File: src/rtl/brew_bus_pad_ctrl_if.sv
// Bus bundle for brew_bus_pad_ctrl: core-side strobes, DRAM pad drives,
// external-master request/grant and the asynchronous DRQ/nINT inputs.
interface brew_bus_pad_ctrl_if #(
    parameter int DATA_W = 8,
    parameter int ADDR_W = 11,
    parameter int DMA_CH = 4
);
    localparam int LANES = DATA_W / 8;

    logic              core_nRAS;
    logic              core_nWE;
    logic [LANES-1:0]  core_nCAS;
    logic [ADDR_W-1:0] core_addr;
    logic [DATA_W-1:0] core_data_out;
    logic              core_data_out_en;
    logic              core_idle;
    logic              core_bus_gnt;
    logic              pad_nRAS;
    logic              pad_nWE;
    logic [LANES-1:0]  pad_nCAS;
    logic [ADDR_W-1:0] pad_addr;
    logic [DATA_W-1:0] pad_data_out;
    logic              pad_ctrl_oe;
    logic              pad_data_oe;
    logic              ext_nBREQ;
    logic              ext_nBGNT;
    logic [DMA_CH-1:0] drq;
    logic [DMA_CH-1:0] drq_sync;
    logic              nINT;
    logic              int_sync;

    modport master (
        output core_nRAS, core_nWE, core_nCAS, core_addr, core_data_out,
               core_data_out_en, core_idle, ext_nBREQ, drq, nINT,
        input  core_bus_gnt, pad_nRAS, pad_nWE, pad_nCAS, pad_addr,
               pad_data_out, pad_ctrl_oe, pad_data_oe, ext_nBGNT,
               drq_sync, int_sync
    );

    modport slave (
        input  core_nRAS, core_nWE, core_nCAS, core_addr, core_data_out,
               core_data_out_en, core_idle, ext_nBREQ, drq, nINT,
        output core_bus_gnt, pad_nRAS, pad_nWE, pad_nCAS, pad_addr,
               pad_data_out, pad_ctrl_oe, pad_data_oe, ext_nBGNT,
               drq_sync, int_sync
    );
endinterface

File: src/rtl/brew_bus_pad_ctrl.sv
// DRAM pad driver and bus-ownership controller: hands the bus to an external
// master via a release cycle plus tristate turnaround, and synchronises DRQ/nINT.
module brew_bus_pad_ctrl #(
    parameter int DATA_W      = 8,
    parameter int ADDR_W      = 11,
    parameter int DMA_CH      = 4,
    parameter int SYNC_STAGES = 2,
    parameter int TURNAROUND  = 1
) (
    input  logic                  clk,
    input  logic                  rst,
    brew_bus_pad_ctrl_if.slave    bus
);
    localparam int LANES = DATA_W / 8;
    localparam int CNT_W = $clog2(TURNAROUND + 1);
    localparam logic [CNT_W-1:0] CNT_LOAD = CNT_W'(TURNAROUND - 1);

    typedef enum logic [2:0] {
        S_TURN_IN,
        S_CORE,
        S_RELEASE,
        S_TURN_OUT,
        S_EXT
    } state_t;

    state_t            r_state;
    state_t            w_state_nxt;
    logic [CNT_W-1:0]  r_cnt;
    logic [CNT_W-1:0]  w_cnt_nxt;

    // Request chain holds the inverted (active-high) request so that a
    // cleared synchroniser reads as "no request".
    logic [SYNC_STAGES-1:0] r_breq_sync;
    logic [SYNC_STAGES-1:0] r_int_sync;
    logic [DMA_CH-1:0]      r_drq_sync [SYNC_STAGES];
    logic                   w_breq;

    logic              w_gnt;
    logic              w_ctrl_oe;
    logic              w_data_oe;
    logic              w_nbgnt;
    logic              w_force_idle;
    logic [ADDR_W-1:0] w_addr;

    assign w_breq = r_breq_sync[SYNC_STAGES-1];

    always_ff @(posedge clk or posedge rst) begin
        if (rst) begin
            r_breq_sync <= '0;
            r_int_sync  <= '0;
            for (int i = 0; i < SYNC_STAGES; i++) begin
                r_drq_sync[i] <= '0;
            end
        end else begin
            r_breq_sync   <= {r_breq_sync[SYNC_STAGES-2:0], ~bus.ext_nBREQ};
            r_int_sync    <= {r_int_sync[SYNC_STAGES-2:0], ~bus.nINT};
            r_drq_sync[0] <= bus.drq;
            for (int i = 1; i < SYNC_STAGES; i++) begin
                r_drq_sync[i] <= r_drq_sync[i-1];
            end
        end
    end

    always_ff @(posedge clk or posedge rst) begin
        if (rst) begin
            r_state <= S_TURN_IN;
            r_cnt   <= CNT_LOAD;
        end else begin
            r_state <= w_state_nxt;
            r_cnt   <= w_cnt_nxt;
        end
    end

    // The turnaround counter reloads on entry to either Z phase and exits at zero.
    always_comb begin
        w_state_nxt  = r_state;
        w_cnt_nxt    = r_cnt;
        w_gnt        = 1'b0;
        w_ctrl_oe    = 1'b0;
        w_data_oe    = 1'b0;
        w_nbgnt      = 1'b1;
        w_force_idle = 1'b0;
        case (r_state)
            S_TURN_IN: begin
                if (r_cnt == '0) w_state_nxt = S_CORE;
                else             w_cnt_nxt   = r_cnt - 1'b1;
            end
            S_CORE: begin
                w_gnt     = 1'b1;
                w_ctrl_oe = 1'b1;
                w_data_oe = bus.core_data_out_en;
                if (w_breq && bus.core_idle) w_state_nxt = S_RELEASE;
            end
            S_RELEASE: begin
                w_ctrl_oe    = 1'b1;
                w_force_idle = 1'b1;
                w_state_nxt  = S_TURN_OUT;
                w_cnt_nxt    = CNT_LOAD;
            end
            S_TURN_OUT: begin
                if (r_cnt == '0) w_state_nxt = S_EXT;
                else             w_cnt_nxt   = r_cnt - 1'b1;
            end
            S_EXT: begin
                w_nbgnt = 1'b0;
                if (!w_breq) begin
                    w_state_nxt = S_TURN_IN;
                    w_cnt_nxt   = CNT_LOAD;
                end
            end
            default: begin
                w_state_nxt = S_TURN_IN;
                w_cnt_nxt   = CNT_LOAD;
            end
        endcase
    end

    assign w_addr           = bus.core_addr;
    assign bus.core_bus_gnt = w_gnt;
    assign bus.pad_ctrl_oe  = w_ctrl_oe;
    assign bus.pad_data_oe  = w_data_oe;
    assign bus.ext_nBGNT    = w_nbgnt;
    assign bus.pad_nRAS     = w_force_idle ? 1'b1 : bus.core_nRAS;
    assign bus.pad_nWE      = w_force_idle ? 1'b1 : bus.core_nWE;
    assign bus.pad_nCAS     = w_force_idle ? {LANES{1'b1}} : bus.core_nCAS;
    assign bus.pad_addr     = w_addr;
    assign bus.pad_data_out = bus.core_data_out;
    assign bus.drq_sync     = r_drq_sync[SYNC_STAGES-1];
    assign bus.int_sync     = r_int_sync[SYNC_STAGES-1];
endmodule
File: src/flat_wrapper.sv
// flat-port wrapper written by rule: the top's interface ports become plain ports
module brew_bus_pad_ctrl_flat 
#(
    parameter int DATA_W      = 8,
    parameter int ADDR_W      = 11,
    parameter int DMA_CH      = 4,
    parameter int SYNC_STAGES = 2,
    parameter int TURNAROUND  = 1
)
  (clk, rst, bus_core_nRAS, bus_core_nWE, bus_core_nCAS, bus_core_addr, bus_core_data_out, bus_core_data_out_en, bus_core_idle, bus_ext_nBREQ, bus_drq, bus_nINT, bus_core_bus_gnt, bus_pad_nRAS, bus_pad_nWE, bus_pad_nCAS, bus_pad_addr, bus_pad_data_out, bus_pad_ctrl_oe, bus_pad_data_oe, bus_ext_nBGNT, bus_drq_sync, bus_int_sync);
  brew_bus_pad_ctrl_if #(.DATA_W(DATA_W), .ADDR_W(ADDR_W), .DMA_CH(DMA_CH)) bus_i ();
  input  logic clk;
  input  logic rst;
  input wire logic [$bits(bus_i.core_nRAS)-1:0] bus_core_nRAS;
  input wire logic [$bits(bus_i.core_nWE)-1:0] bus_core_nWE;
  input wire logic [$bits(bus_i.core_nCAS)-1:0] bus_core_nCAS;
  input wire logic [$bits(bus_i.core_addr)-1:0] bus_core_addr;
  input wire logic [$bits(bus_i.core_data_out)-1:0] bus_core_data_out;
  input wire logic [$bits(bus_i.core_data_out_en)-1:0] bus_core_data_out_en;
  input wire logic [$bits(bus_i.core_idle)-1:0] bus_core_idle;
  input wire logic [$bits(bus_i.ext_nBREQ)-1:0] bus_ext_nBREQ;
  input wire logic [$bits(bus_i.drq)-1:0] bus_drq;
  input wire logic [$bits(bus_i.nINT)-1:0] bus_nINT;
  output wire logic [$bits(bus_i.core_bus_gnt)-1:0] bus_core_bus_gnt;
  output wire logic [$bits(bus_i.pad_nRAS)-1:0] bus_pad_nRAS;
  output wire logic [$bits(bus_i.pad_nWE)-1:0] bus_pad_nWE;
  output wire logic [$bits(bus_i.pad_nCAS)-1:0] bus_pad_nCAS;
  output wire logic [$bits(bus_i.pad_addr)-1:0] bus_pad_addr;
  output wire logic [$bits(bus_i.pad_data_out)-1:0] bus_pad_data_out;
  output wire logic [$bits(bus_i.pad_ctrl_oe)-1:0] bus_pad_ctrl_oe;
  output wire logic [$bits(bus_i.pad_data_oe)-1:0] bus_pad_data_oe;
  output wire logic [$bits(bus_i.ext_nBGNT)-1:0] bus_ext_nBGNT;
  output wire logic [$bits(bus_i.drq_sync)-1:0] bus_drq_sync;
  output wire logic [$bits(bus_i.int_sync)-1:0] bus_int_sync;
  assign bus_i.core_nRAS = bus_core_nRAS;
  assign bus_i.core_nWE = bus_core_nWE;
  assign bus_i.core_nCAS = bus_core_nCAS;
  assign bus_i.core_addr = bus_core_addr;
  assign bus_i.core_data_out = bus_core_data_out;
  assign bus_i.core_data_out_en = bus_core_data_out_en;
  assign bus_i.core_idle = bus_core_idle;
  assign bus_i.ext_nBREQ = bus_ext_nBREQ;
  assign bus_i.drq = bus_drq;
  assign bus_i.nINT = bus_nINT;
  assign bus_core_bus_gnt = bus_i.core_bus_gnt;
  assign bus_pad_nRAS = bus_i.pad_nRAS;
  assign bus_pad_nWE = bus_i.pad_nWE;
  assign bus_pad_nCAS = bus_i.pad_nCAS;
  assign bus_pad_addr = bus_i.pad_addr;
  assign bus_pad_data_out = bus_i.pad_data_out;
  assign bus_pad_ctrl_oe = bus_i.pad_ctrl_oe;
  assign bus_pad_data_oe = bus_i.pad_data_oe;
  assign bus_ext_nBGNT = bus_i.ext_nBGNT;
  assign bus_drq_sync = bus_i.drq_sync;
  assign bus_int_sync = bus_i.int_sync;
  brew_bus_pad_ctrl #(.DATA_W(DATA_W), .ADDR_W(ADDR_W), .DMA_CH(DMA_CH), .SYNC_STAGES(SYNC_STAGES), .TURNAROUND(TURNAROUND)) u_core (.clk(clk), .rst(rst), .bus(bus_i));
endmodule
File: config.mk
export PLATFORM = sky130hd
export DESIGN_NAME = brew_bus_pad_ctrl_flat
export DESIGN_NICKNAME = d
export VERILOG_FILES = /design/src/rtl/brew_bus_pad_ctrl_if.sv /design/src/rtl/brew_bus_pad_ctrl.sv /design/src/flat_wrapper.sv
export SDC_FILE = /design/constraint.sdc
export NUM_CORES = 1
export LEC_CHECK = 0
export CAP_MARGIN = 40
export CORE_UTILIZATION = 35
export DETAILED_ROUTE_END_ITERATION = 10
export DONT_BUFFER_PORTS = 1
export PLACE_DENSITY_LB_ADDON = 0.3
export SLEW_MARGIN = 30
export SYNTH_ARGS = -nofsm -noshare
export SYNTH_HDL_FRONTEND = slang
export SYNTH_SLANG_ARGS = --single-unit
File: constraint.sdc
create_clock -name clk -period 1.4 [get_ports clk]
set_clock_uncertainty 0.15 [all_clocks]
set_input_delay 0.14 -clock clk [delete_from_list [all_inputs] [get_ports clk]]
set_output_delay 0.14 -clock clk [all_outputs]
set_load 0.01 [all_outputs]
==> impl_results.md <==
- # nets final: 90
- Kind of cell adding the most delay to the critical path: flip-flops
- Area Growth Syn to Fin: 13.39%
- Reg power frac: 0.407
- Starting density of the core: 0.3825
- Cell Rows: 15
- Async set-or-reset flop fraction in the synthesized netlist: 1.000
- Synth top cells by count: buf_4, dfrtp_1, a21oi_1, inv_1, or2_2
- Synth unique cells: 15
- Worst Path Required: 1.11 ns
- Max Clock Freq: 696.5 MHz
- Layout cells sized above 1: 0.4737
- Post-synth EDFFs: 0
- CTS root buf: clkbuf_4
- Initial antenna violation count: 0
- Max-cap viol count: 0
- Largest area contributor in the netlist: dfrtp_1
- Cell Area, Synth: 681.9 um^2
- Clk_lat worst skew: 0.27 ns
- Worst Path Buf+Inv: 0
- Avg Synthesized Cell Area: 11.56 um^2
- Slew Limit Fails: 0
- CP Capture Type: output pin
- Setup ws final: -0.03573 ns
- GR met3 Demand/Resource: 0.04314
- All-Layer GR Usage: 0.09323
- Cell Pwr Density: 1835 nW/um^2
- Syn_nets: 91
- Slew @ Worst Pin: 0.5307 ns
- DRC: 0
- Worst slew margin: 0.6458
- Initial DRC count: 3
- Worst-path cell chain: nor3b_2 -> or2_4
- Routed wire length: 1.159 mm
- Place WS: 0.1777 ns
- 1st-pass router iterations: 2
- GR Overflow Total: 0
- Warnings from Yosys: 0
- Crit share post-route: 1.026
- Antenna viol nets, final: 0
- Post-layout min period: 1.436 ns
- Met1 Track Usage GR: 0.08564
- First-pass GRT wire length: 1.331 mm
- Via count: 369
- Max VDD drop: 0.0007224 V
- Final Util: 0.4337
- Die X: 46.14 um
- Cell count after synthesis: 59
- Switching Power: 458.5 uW
- Slowest cell on crit path: dfrtp_2
- Yosys reg bits: 15
- Total CTS buffers: 3
- Worst setup SP type: flip-flop
- Most numerous cell in the Yosys netlist: buf_4
- Grt met2 use: 0.1549
- Switching fraction of total power: 0.3231
- Clk slew on worst S/H paths: 0.07 ns
- GRT busiest layer: met2
- Chip height: 46.14 um
- Crit path kind: reg -> out
- Top post-synthesis cells by area: dfrtp_1, buf_4, nor3b_2, or2_2, a21oi_1
- Full die area: 2129 um^2
- Io pins: 63
- Pleak: 0.3522 nW
- Largest net degree at the start of global routing: 16
- Critical Path Max Stage Delay: 0.45 ns
- Diode count: 0
- Cell Int Power: 960.5 uW
- Vias in the first global route: 331
- Share of the yosys chip area belonging to registers: 0.5505
- Violated checks: negative setup slack
- Setup repair after global routing missed its margin: yes
- Vias per cell: 4.500
- CTS Sinks: 15
- Hold Fails Final Rpt: 0
- CP arrival: 1.15 ns
- Crit-path max FO: 5
- FILL cells: 168
- Core area: 1783 um^2
- Final Wtd Congestion: 0.5726
- Setup violators final: 5
- WL/cell: 14.13 um
- Clock share of power: 0.157
- H-tree Lvls: 1
- R2R setup slack: 0.06 ns
- Maximum clock path buffer count: 2
- Post-synth top area share: 0.5505
- Hold WC Path Type: in -> out
- Port bufs: 0
- Leading register cell type out of synthesis: dfrtp_1
- CTS tree: built
- Status: finished with violations
- Comb pwr share: 0.436
==> cells by family (layout without fill, tap and decap cells) <==
| kind of cell | after synthesis | in the layout | synth area share |
|---|---|---|---|
| compound gates | 5 | 5 | 0.04770 |
| buf+inv | 27 | 25 | 0.2771 |
| flops | 15 | 15 | 0.5505 |
| simple gates | 12 | 12 | 0.1248 |
==> power groups by stage <==
stage	combinational (mW)	sequential (mW)	clock, mW
after floorplan	0.293	0.537	0
after global placement	0.244	0.568	0
after detailed placement	0.266	0.581	0
after CTS	0.408	0.564	0.239
after global routing	0.652	0.584	0.256
final	0.619	0.578	0.223
==> cell usage in the layout, fill, tap and decap left out <==
cell and instances:
nand4b_1 1, nor2b_1 1, nor3b_4 1, nand2_2 1, a21oi_4 1, a21o_1 1
clkbuf_4 3, nor3b_2 1, clkbuf_1 1, nor2_4 1, dlygate4sd3_1 8, nand2b_4 2
inv_1 3, and2_4 1, or2_4 3, a32o_1 1, dfrtp_1 12, buf_4 10
a21oi_1 2, dfrtp_2 3
==> sequential cells by signal, summed over array words and instances, names as in the netlist <==
signal	cells
u_core.r_drq_sync	4
u_core.r_int_sync	2
u_core.bus.drq_sync	4
u_core.r_state	3
u_core.r_breq_sync	2
==> through the flow <==
stage	instance area, um^2	cells	power [mW]	hold WS [ns]	setup TNS (ns)
2_1_floorplan	681.9	59	0.8305	-0.1085	0
3_3_place_gp	543.0	61	0.8116	-0.06547	0
3_5_place_dp	543.0	61	0.8467	-0.04887	0
4_1_cts	699.4	77	1.211	0.1301	-0.2153
5_1_grt	773.2	82	1.492	0.1300	-0.4289
6_report	773.2	82	1.419	0.1300	-0.1376
==> final timing paths <==
check                                                         to  cells past startpoint                           start
worst max register to register     u_core.r_state[1]$_DFFE_PP0P_                      4   u_core.r_state[1]$_DFFE_PP0P_
max in group asynchronous          u_core.r_state[1]$_DFFE_PP0P_                      2                             rst
worst max-delay path                                bus_pad_nCAS                      2   u_core.r_state[1]$_DFFE_PP0P_
min in group asynchronous         u_core.r_int_sync[0]$_DFF_PP0_                      2                             rst
worst min-delay path                             bus_pad_addr[8]                      0                bus_core_addr[8]
worst min register to register  u_core.bus.drq_sync[2]$_DFF_PP0_                      0  u_core.r_drq_sync[6]$_DFF_PP0_
==> cell type report <==
cell class                 count  area (um^2)  share of cell area
sequential                    15        379.1              0.4903
multi-input combinational     17        170.2              0.2201
timing repair buffer          18        155.1              0.2006
tap                           25        31.28             0.04045
clock buffer                   4        26.28             0.03398
inverter                       3        11.26             0.01456
==> worst reg2reg max path, stage by stage, from the launching register on <==
cell and delay [ns]:
dfrtp_2 0.45, buf_4 0.17, buf_4 0.14, nand4b_1 0.20
a21oi_1 0.16
==> layer usage <==
layer	wire, um	vias to the layer above
met2	698	25
met1	324	180
li1	-	158
met3	102	6
met4	34	0
met5	0	-
==> repair_timing <==
| item | 4_1_cts | 5_1_grt |
|---|---|---|
| buffers inserted | 4 | 5 |
| pin swaps | 2 | 2 |
| endpoints found under the setup margin | 6 | 7 |
| resized for setup | 9 | 6 |
| endpoints found under the hold margin | 23 | 0 |
| cloned | 0 | 0 |
| hold buffers | 8 | 0 |
No activity file was read; power rests on OpenSTA's default activity.
